File: config.mk
export PLATFORM = sky130hd
export DESIGN_NAME = pfb_acc_seed
export DESIGN_NICKNAME = d
export VERILOG_FILES = /design/src/rtl/pfb_consts.sv /design/src/rtl/pfb_skid.sv /design/src/rtl/pfb_acc_seed.sv
export SDC_FILE = /design/constraint.sdc
export NUM_CORES = 1
export LEC_CHECK = 0
export ABC_CLOCK_PERIOD_IN_PS = 2200
export BUFFER_PORTS_ARGS = -buffer_cell sky130_fd_sc_hd__buf_2
export CAP_MARGIN = 20
export CELL_PAD_IN_SITES_DETAIL_PLACEMENT = 0
export CELL_PAD_IN_SITES_GLOBAL_PLACEMENT = 1
export CORE_UTILIZATION = 31
export DETAILED_ROUTE_END_ITERATION = 8
export PLACE_DENSITY = 0.69
export SLEW_MARGIN = 20
export SYNTH_ARGS = -nofsm -noshare
export SYNTH_HDL_FRONTEND = slang
export SYNTH_SLANG_ARGS = --single-unit
File: constraint.sdc
create_clock -name clk -period 2.2 [get_ports clk]
set_input_delay 0.11 -clock clk [delete_from_list [all_inputs] [get_ports clk]]
set_output_delay 0.11 -clock clk [all_outputs]
set_load 0.05 [all_outputs]
File: src/rtl/pfb_consts.sv
// Shared PFB accumulator alignment constants.
// Seed formatting and the downstream rounding stage both import these.
package pfb_consts;

  localparam int PFB_ACC_WIDTH  = 48;
  localparam int PFB_SAMP_WIDTH = 16;
  localparam int PFB_RND_SHIFT  = 24;
  localparam int PFB_EXT_WIDTH  =
    PFB_ACC_WIDTH - PFB_RND_SHIFT - PFB_SAMP_WIDTH;

  // Sample lands on [39:24] so the 24-bit round/shift returns it intact.
  function automatic logic [PFB_ACC_WIDTH-1:0] pfb_seed(
    input logic [PFB_SAMP_WIDTH-1:0] s
  );
    return {{PFB_EXT_WIDTH{s[PFB_SAMP_WIDTH-1]}},
            s,
            {PFB_RND_SHIFT{1'b0}}};
  endfunction

endpackage

File: src/rtl/pfb_skid.sv
// Generic 2-entry register slice: output register plus skid register.
// s_ready is registered and equals !skid_full.
module pfb_skid #(
  parameter int W = 8
) (
  input  logic         clk,
  input  logic         sync_reset,
  input  logic         s_valid,
  input  logic [W-1:0] s_data,
  output logic         s_ready,
  output logic         m_valid,
  output logic [W-1:0] m_data,
  input  logic         m_ready
);

  logic         skid_full;
  logic [W-1:0] skid_data;
  logic         acc;

  assign acc = s_valid && s_ready;

  always_ff @(posedge clk) begin
    if (sync_reset) begin
      m_valid   <= 1'b0;
      m_data    <= '0;
      skid_full <= 1'b0;
      skid_data <= '0;
      s_ready   <= 1'b0;
    end else if (skid_full) begin
      if (m_ready) begin
        m_data    <= skid_data;
        skid_full <= 1'b0;
        s_ready   <= 1'b1;
      end
    end else if (!m_valid || m_ready) begin
      m_valid <= acc;
      if (acc) begin
        m_data <= s_data;
      end
      s_ready <= 1'b1;
    end else if (acc) begin
      // Output held: park the new beat and stop accepting.
      skid_data <= s_data;
      skid_full <= 1'b1;
      s_ready   <= 1'b0;
    end else begin
      s_ready <= 1'b1;
    end
  end

endmodule

File: src/rtl/pfb_acc_seed.sv
// PFB accumulator seed: formats samples into 48-bit MAC words,
// tracks channel position per frame and flags framing errors.
module pfb_acc_seed
  import pfb_consts::*;
#(
  parameter int NUM_CHANS  = 64,
  parameter int CHAN_WIDTH = 10
) (
  input  logic                     clk,
  input  logic                     sync_reset,
  input  logic                     s_valid,
  input  logic [15:0]              s_data,
  input  logic                     s_last,
  output logic                     s_ready,
  output logic                     m_valid,
  output logic [47:0]              m_data,
  output logic [CHAN_WIDTH-1:0]    m_chan,
  output logic                     m_last,
  output logic                     m_err,
  input  logic                     m_ready
);

  typedef struct packed {
    logic [PFB_ACC_WIDTH-1:0] data;
    logic [CHAN_WIDTH-1:0]    chan;
    logic                     last;
    logic                     err;
  } beat_t;

  localparam logic [CHAN_WIDTH-1:0] LAST_CHAN =
    CHAN_WIDTH'(NUM_CHANS - 1);

  logic [CHAN_WIDTH-1:0] chan_cnt;
  logic                  at_last;
  logic                  acc;
  beat_t                 in_beat;
  beat_t                 out_beat;

  assign at_last = (chan_cnt == LAST_CHAN);
  assign acc     = s_valid && s_ready;

  always_comb begin
    in_beat      = '0;
    in_beat.data = pfb_seed(s_data);
    in_beat.chan = chan_cnt;
    in_beat.last = at_last;
    in_beat.err  = s_last ^ at_last;
  end

  // Early s_last resyncs; a missing s_last still wraps at frame end.
  always_ff @(posedge clk) begin
    if (sync_reset) begin
      chan_cnt <= '0;
    end else if (acc) begin
      if (at_last || s_last) begin
        chan_cnt <= '0;
      end else begin
        chan_cnt <= chan_cnt + CHAN_WIDTH'(1);
      end
    end
  end

  pfb_skid #(
    .W($bits(beat_t))
  ) u_skid (
    .clk        (clk),
    .sync_reset (sync_reset),
    .s_valid    (s_valid),
    .s_data     (in_beat),
    .s_ready    (s_ready),
    .m_valid    (m_valid),
    .m_data     (out_beat),
    .m_ready    (m_ready)
  );

  assign m_data = out_beat.data;
  assign m_chan = out_beat.chan;
  assign m_last = out_beat.last;
  assign m_err  = out_beat.err;

endmodule

# ---- After elaboration in Yosys (flattened, before gate mapping)
# Index checks and enable logic that the tools add are counted.
dict set report op_classes {
  add_sub_neg 1
  n_eq_ne 2
  mux 13
  bitwise 3
  n_reduce_logical 9
}
# op n
set ops {}
lappend ops {{60-bit 2-to-1 mux} 4}
lappend ops {{10-bit by 1-bit adder with 10-bit output (second input constant)} 1}
lappend ops {{10-bit by 6-bit == test with 1-bit output (second input constant)} 1}
lappend ops {{10-bit 2-to-1 mux} 1}
lappend ops {{1-bit 2-to-1 mux} 8}
lappend ops {{3-bit AND reduction} 2}
lappend ops {{2-bit nonzero test} 2}
lappend ops {{1-bit logical OR} 2}
lappend ops {{2-bit inequality test (second input constant)} 1}
lappend ops {{1-bit inverter} 2}
lappend ops {{2-bit AND reduction} 1}
lappend ops {{1-bit logical AND} 1}
lappend ops {{1-bit logical NOT} 1}
lappend ops {{1-bit bitwise XOR} 1}
dict set report word_totals {
  ff_bits 101
  inputBits 21
  output_inout_bits 62
  elab_cells 34
}

# ---- Depth between registers and ports, before layout
dict set report depth {
  depth_word 5
  mapped_depth 7
  depth_no_buf 7
}

# ---- Cells and area by module
# From an unflattened synthesis, not the netlist that was laid out.
dict set report unflattened {
  hier_cells 614
  area_unflattened_um2 6406.1
}
# mod n_inst cells_each area_per_inst_um2 seq_area_each_um2
set modules_own_cells {}
lappend modules_own_cells {pfb_skid 1 550 5869.4 2462.4}
lappend modules_own_cells {pfb_acc_seed 1 64 536.8 200.2}

# ---- Worst setup path before layout
# No wires, ideal clock.
dict set report synth_timing {
  path_type {register to register}
  start {register chan_cnt[0]}
  end {register chan_cnt[6]}
  setup_time_ns 0.123
  t_arrival_ns 1.570
  t_required_ns 2.077
  slack_ns 0.506
  stages_incl_launch_ff 8
  path_buffers 0
  synth_period_minus_slack_ns 1.694
  cell_sequence {dfxtp_1 -> ha_1 -> and4_1 -> nand3_1 -> ha_1 -> nand3b_1 -> nand2_1 -> nor3_1}
}
dict set report synth_between {
  elab_chain_cells 3
  elab_cells_between_ends 4
  cone_classes {add/sub (1); eq/ne (1); mux (1); reduce/logical (1)}
}
# element line
set synth_rtl {}
lappend synth_rtl {{start, declared} pfb_acc_seed.sv:33} ;# logic [CHAN_WIDTH-1:0] chan_cnt;
lappend synth_rtl {{start signal, assigned} pfb_acc_seed.sv:58} ;# chan_cnt <= chan_cnt + CHAN_WIDTH'(1);
lappend synth_rtl {{parallel branches: the longest is 2 deep, another holds 10-bit by 1-bit adder with 10-bit output} -}
lappend synth_rtl {{10-bit 2-to-1 mux (*)} pfb_acc_seed.sv:55} ;# if (at_last || s_last) begin
# Mark *: on every way between the ends.
# A chain may end at the register's enable or synchronous reset.

# ---- Worst setup path in the final report
# Same ends and word-level chain as after synthesis.

==> flow_summary.toml <==
[die]
coreArea_um2 = 10800
die_area_um2 = 11500
initial_core_util_pct = 31.8
die_h_um = 107
die_w_um = 107
io_pins = 83
fp-row-count = 38

[critical_path]
r2r_slack_ns = 0.22
start_kind = "flop"
path_cells = "ha_1, and4_1, nand3_1, ha_1, nand3b_1, nand2_1, nor3_1"
r2r_end = "chan_cnt[6]$_SDFFE_PP0P_"
cpPeakStageDelay_ns = 0.42
worstPathMaxFanout = 7
cp_common_cell = "ha_1"
rr_worst_depth = 7
path_class = "reg -> reg"
crit_start = "chan_cnt[0]$_SDFFE_PP0P_"
slowest_stage = "dfxtp_1"
crit_arrival_ns = 2.20
cp_data_required_time_ns = 2.41
crit_path_end_kind = "flop"
worstReg2RegStart = "chan_cnt[0]$_SDFFE_PP0P_"

[sta]
fin_setup_tns_ns = 0
fmax_mhz = 504
rsz0062_at_grt = "false"
fin_skew_ns = 0.00854
finalCriticalPeriod_ns = 1.98
holdWs_ns = 0.0307
drv_slew = 0
worst_pin_slew_ns = 0.503
slew_headroom_pct = 66.4
fin_crit_sh_pct = 90.2
hold_viol_final = 0
finalSetupViolCount = 0

[power_and_ir_drop]
power_density_nw_per_um2 = 721
ir_drop_mv = 0.274
p_leak_nw = 1.39

[yosys]
synthArstFlopShare_pct = 0
syn_area_um2 = 3440
ys_ff_latch = 69
synthFlopType = "dfxtp_1"
syn_inst = 374
synthDominantCellAreaShare_pct = 40.1
ys_types = 44
ys_warn_count = 0
synth_top_area_cell = "dfxtp_1"
synth_edf_count = 0
synth_area_leaders = "dfxtp_1, a21oi_1, buf_4, mux2i_1, a211oi_2"
avgSynthCellArea_um2 = 9.20
ys_seq_area_share_pct = 40.1

[layout]
diodes = 0
final_nets = 437
syn2layout_area_growth_pct = 12.0
layout-drive-gt1-share_pct = 26.9

[detailed_routing]
drtIter0Drc = 143
via_count = 2762
wl_per_cell_um = 14.5
antenna_left = 0
vias_per_cell = 4.97
route.detailed.drc = 1
wirelength_mm = 8.07
drt_first_pass_iters = 8

[cts]
clock-sinks = 69
path_clk_slew_ns = 0.07
ctsHoldBuffers = 0
cts_setup_buffers = 0
cts_buffers = 9
cts_tree = "yes"
clk_latency_ns = 0.34
clockBufferDepth = 2
cts_resized = 0
clock-root-buffer = "clkbuf_8"
htreeDepth = 3

[flow_run]
cap_viol_max_count = 0

[min_path]
hold_start = "s_data[14]"
holdPathEnd = "u_skid.skid_data[50]$_SDFFE_PP0P_"
hp-class = "in -> reg"
hold_depth = 3

[global_route]
antenna_found_initial = 0
grt-ovfl-total = 0
grt_pass1_wl_mm = 13.3
grt_start_max_net_pins = 55
track_usage_pct = 14.9
grt_pass1_vias = 2630

[status]
violations = "design-rule violations"
status = "finished, violations left"

[place]
gp_congestion = 0.846
dpl.hpwl_mm = 5.29
port_buffers = 58
[report_power, final]
part           switching, mW  internal, mW
sequential            0.0297          1.29
combinational          0.418         0.126
clock                  0.454         0.456
[synth_stat cells, drive strengths merged, types with 2 or more instances]
library cell,n
a211oi,28
ha,3
o31ai,3
buf,53
a21oi,63
clkbuf,14
nand3,32
o21ai,31
nand2b,2
nand4,4
nand3b,2
inv,5
or4,3
dfxtp,69
mux2i,28
xor2,2
or3,2
nor4,2
nand2,9
nor2,5
[worst max-delay path, delay by kind of cell, from the launching register on]
| family | cells | cell delay (ns) |
|---|---|---|
| flops | 1 | 0.42 |
| fa+ha+maj | 2 | 0.49 |
| simple gates | 5 | 0.96 |
[logic make-up after synthesis]
| logic type | after synthesis | synth area share [%] |
|---|---|---|
| compound gates | 131 | 24.7 |
| buf+inv | 72 | 13.7 |
| flops | 69 | 40.1 |
| simple gates | 68 | 11.6 |
| mux | 28 | 8.14 |
| fa+ha+maj | 3 | 1.09 |
| xor+xnor | 2 | 0.509 |
| other cells | 1 | 0.109 |
[registers in the layout (all words and copies together) (netlist names)]
| name | cells |
|---|---|
| u_skid.skid_data | 28 |
| u_skid.m_valid | 1 |
| chan_cnt | 10 |
| u_skid.m_data | 28 |
| u_skid.skid_full | 1 |
| u_skid.s_ready | 1 |
[how the worst max path moves through the flow]
stage / endpoint / cells after the start
3_5_place_dp: chan_cnt[6]$_SDFFE_PP0P_ / 7
5_1_grt: chan_cnt[6]$_SDFFE_PP0P_ / 7
3_3_place_gp: chan_cnt[6]$_SDFFE_PP0P_ / 7
2_1_floorplan: chan_cnt[6]$_SDFFE_PP0P_ / 7
6_report: chan_cnt[6]$_SDFFE_PP0P_ / 7
4_1_cts: chan_cnt[6]$_SDFFE_PP0P_ / 7
[through the flow]
step	utilization [%]	instances	area [um2]	power (mW)	worst slack, ns
4_1_cts	35.5	556	3850	2.81	0.236
2_1_floorplan	-	397	3530	1.83	0.506
6_report	35.5	556	3850	2.78	0.215
5_1_grt	35.5	556	3850	2.91	0.0546
3_5_place_dp	34.0	542	3690	1.90	0.255
3_3_place_gp	34.0	542	3690	1.90	0.290
[cells in the final DEF, fill, tap and decap left out, types with 3 or more instances in the layout]
master,count
a211oi_1,8
a211oi_2,20
a21oi_1,63
buf_12,3
buf_2,58
buf_4,11
clkbuf_8,11
conb_1,24
dfxtp_1,68
ha_1,3
inv_1,5
mux2i_1,28
nand2_1,9
nand3_1,31
nor2_1,5
o21ai_0,25
o21ai_1,6
o31ai_1,3
or4_1,3
[final cells by class]
type	count	area, um2
inverters	5	18.8
multi-input cells	256	1680
flip-flops and latches	69	1380
well taps	140	175
clock buffers	12	155
repair buffers	72	433
clock inverters	2	10.0
fillers	1162	6990
[per-layer routing]
layer	up-vias	track usage, %	part of all wire (%)
li1	1376	-	-
met1	1316	18.0	46
met2	61	25.6	49
met3	9	3.15	3.5
met4	0	5.97	1.6
met5	-	0	0
Note: power is estimated with default switching activity, not from simulation.
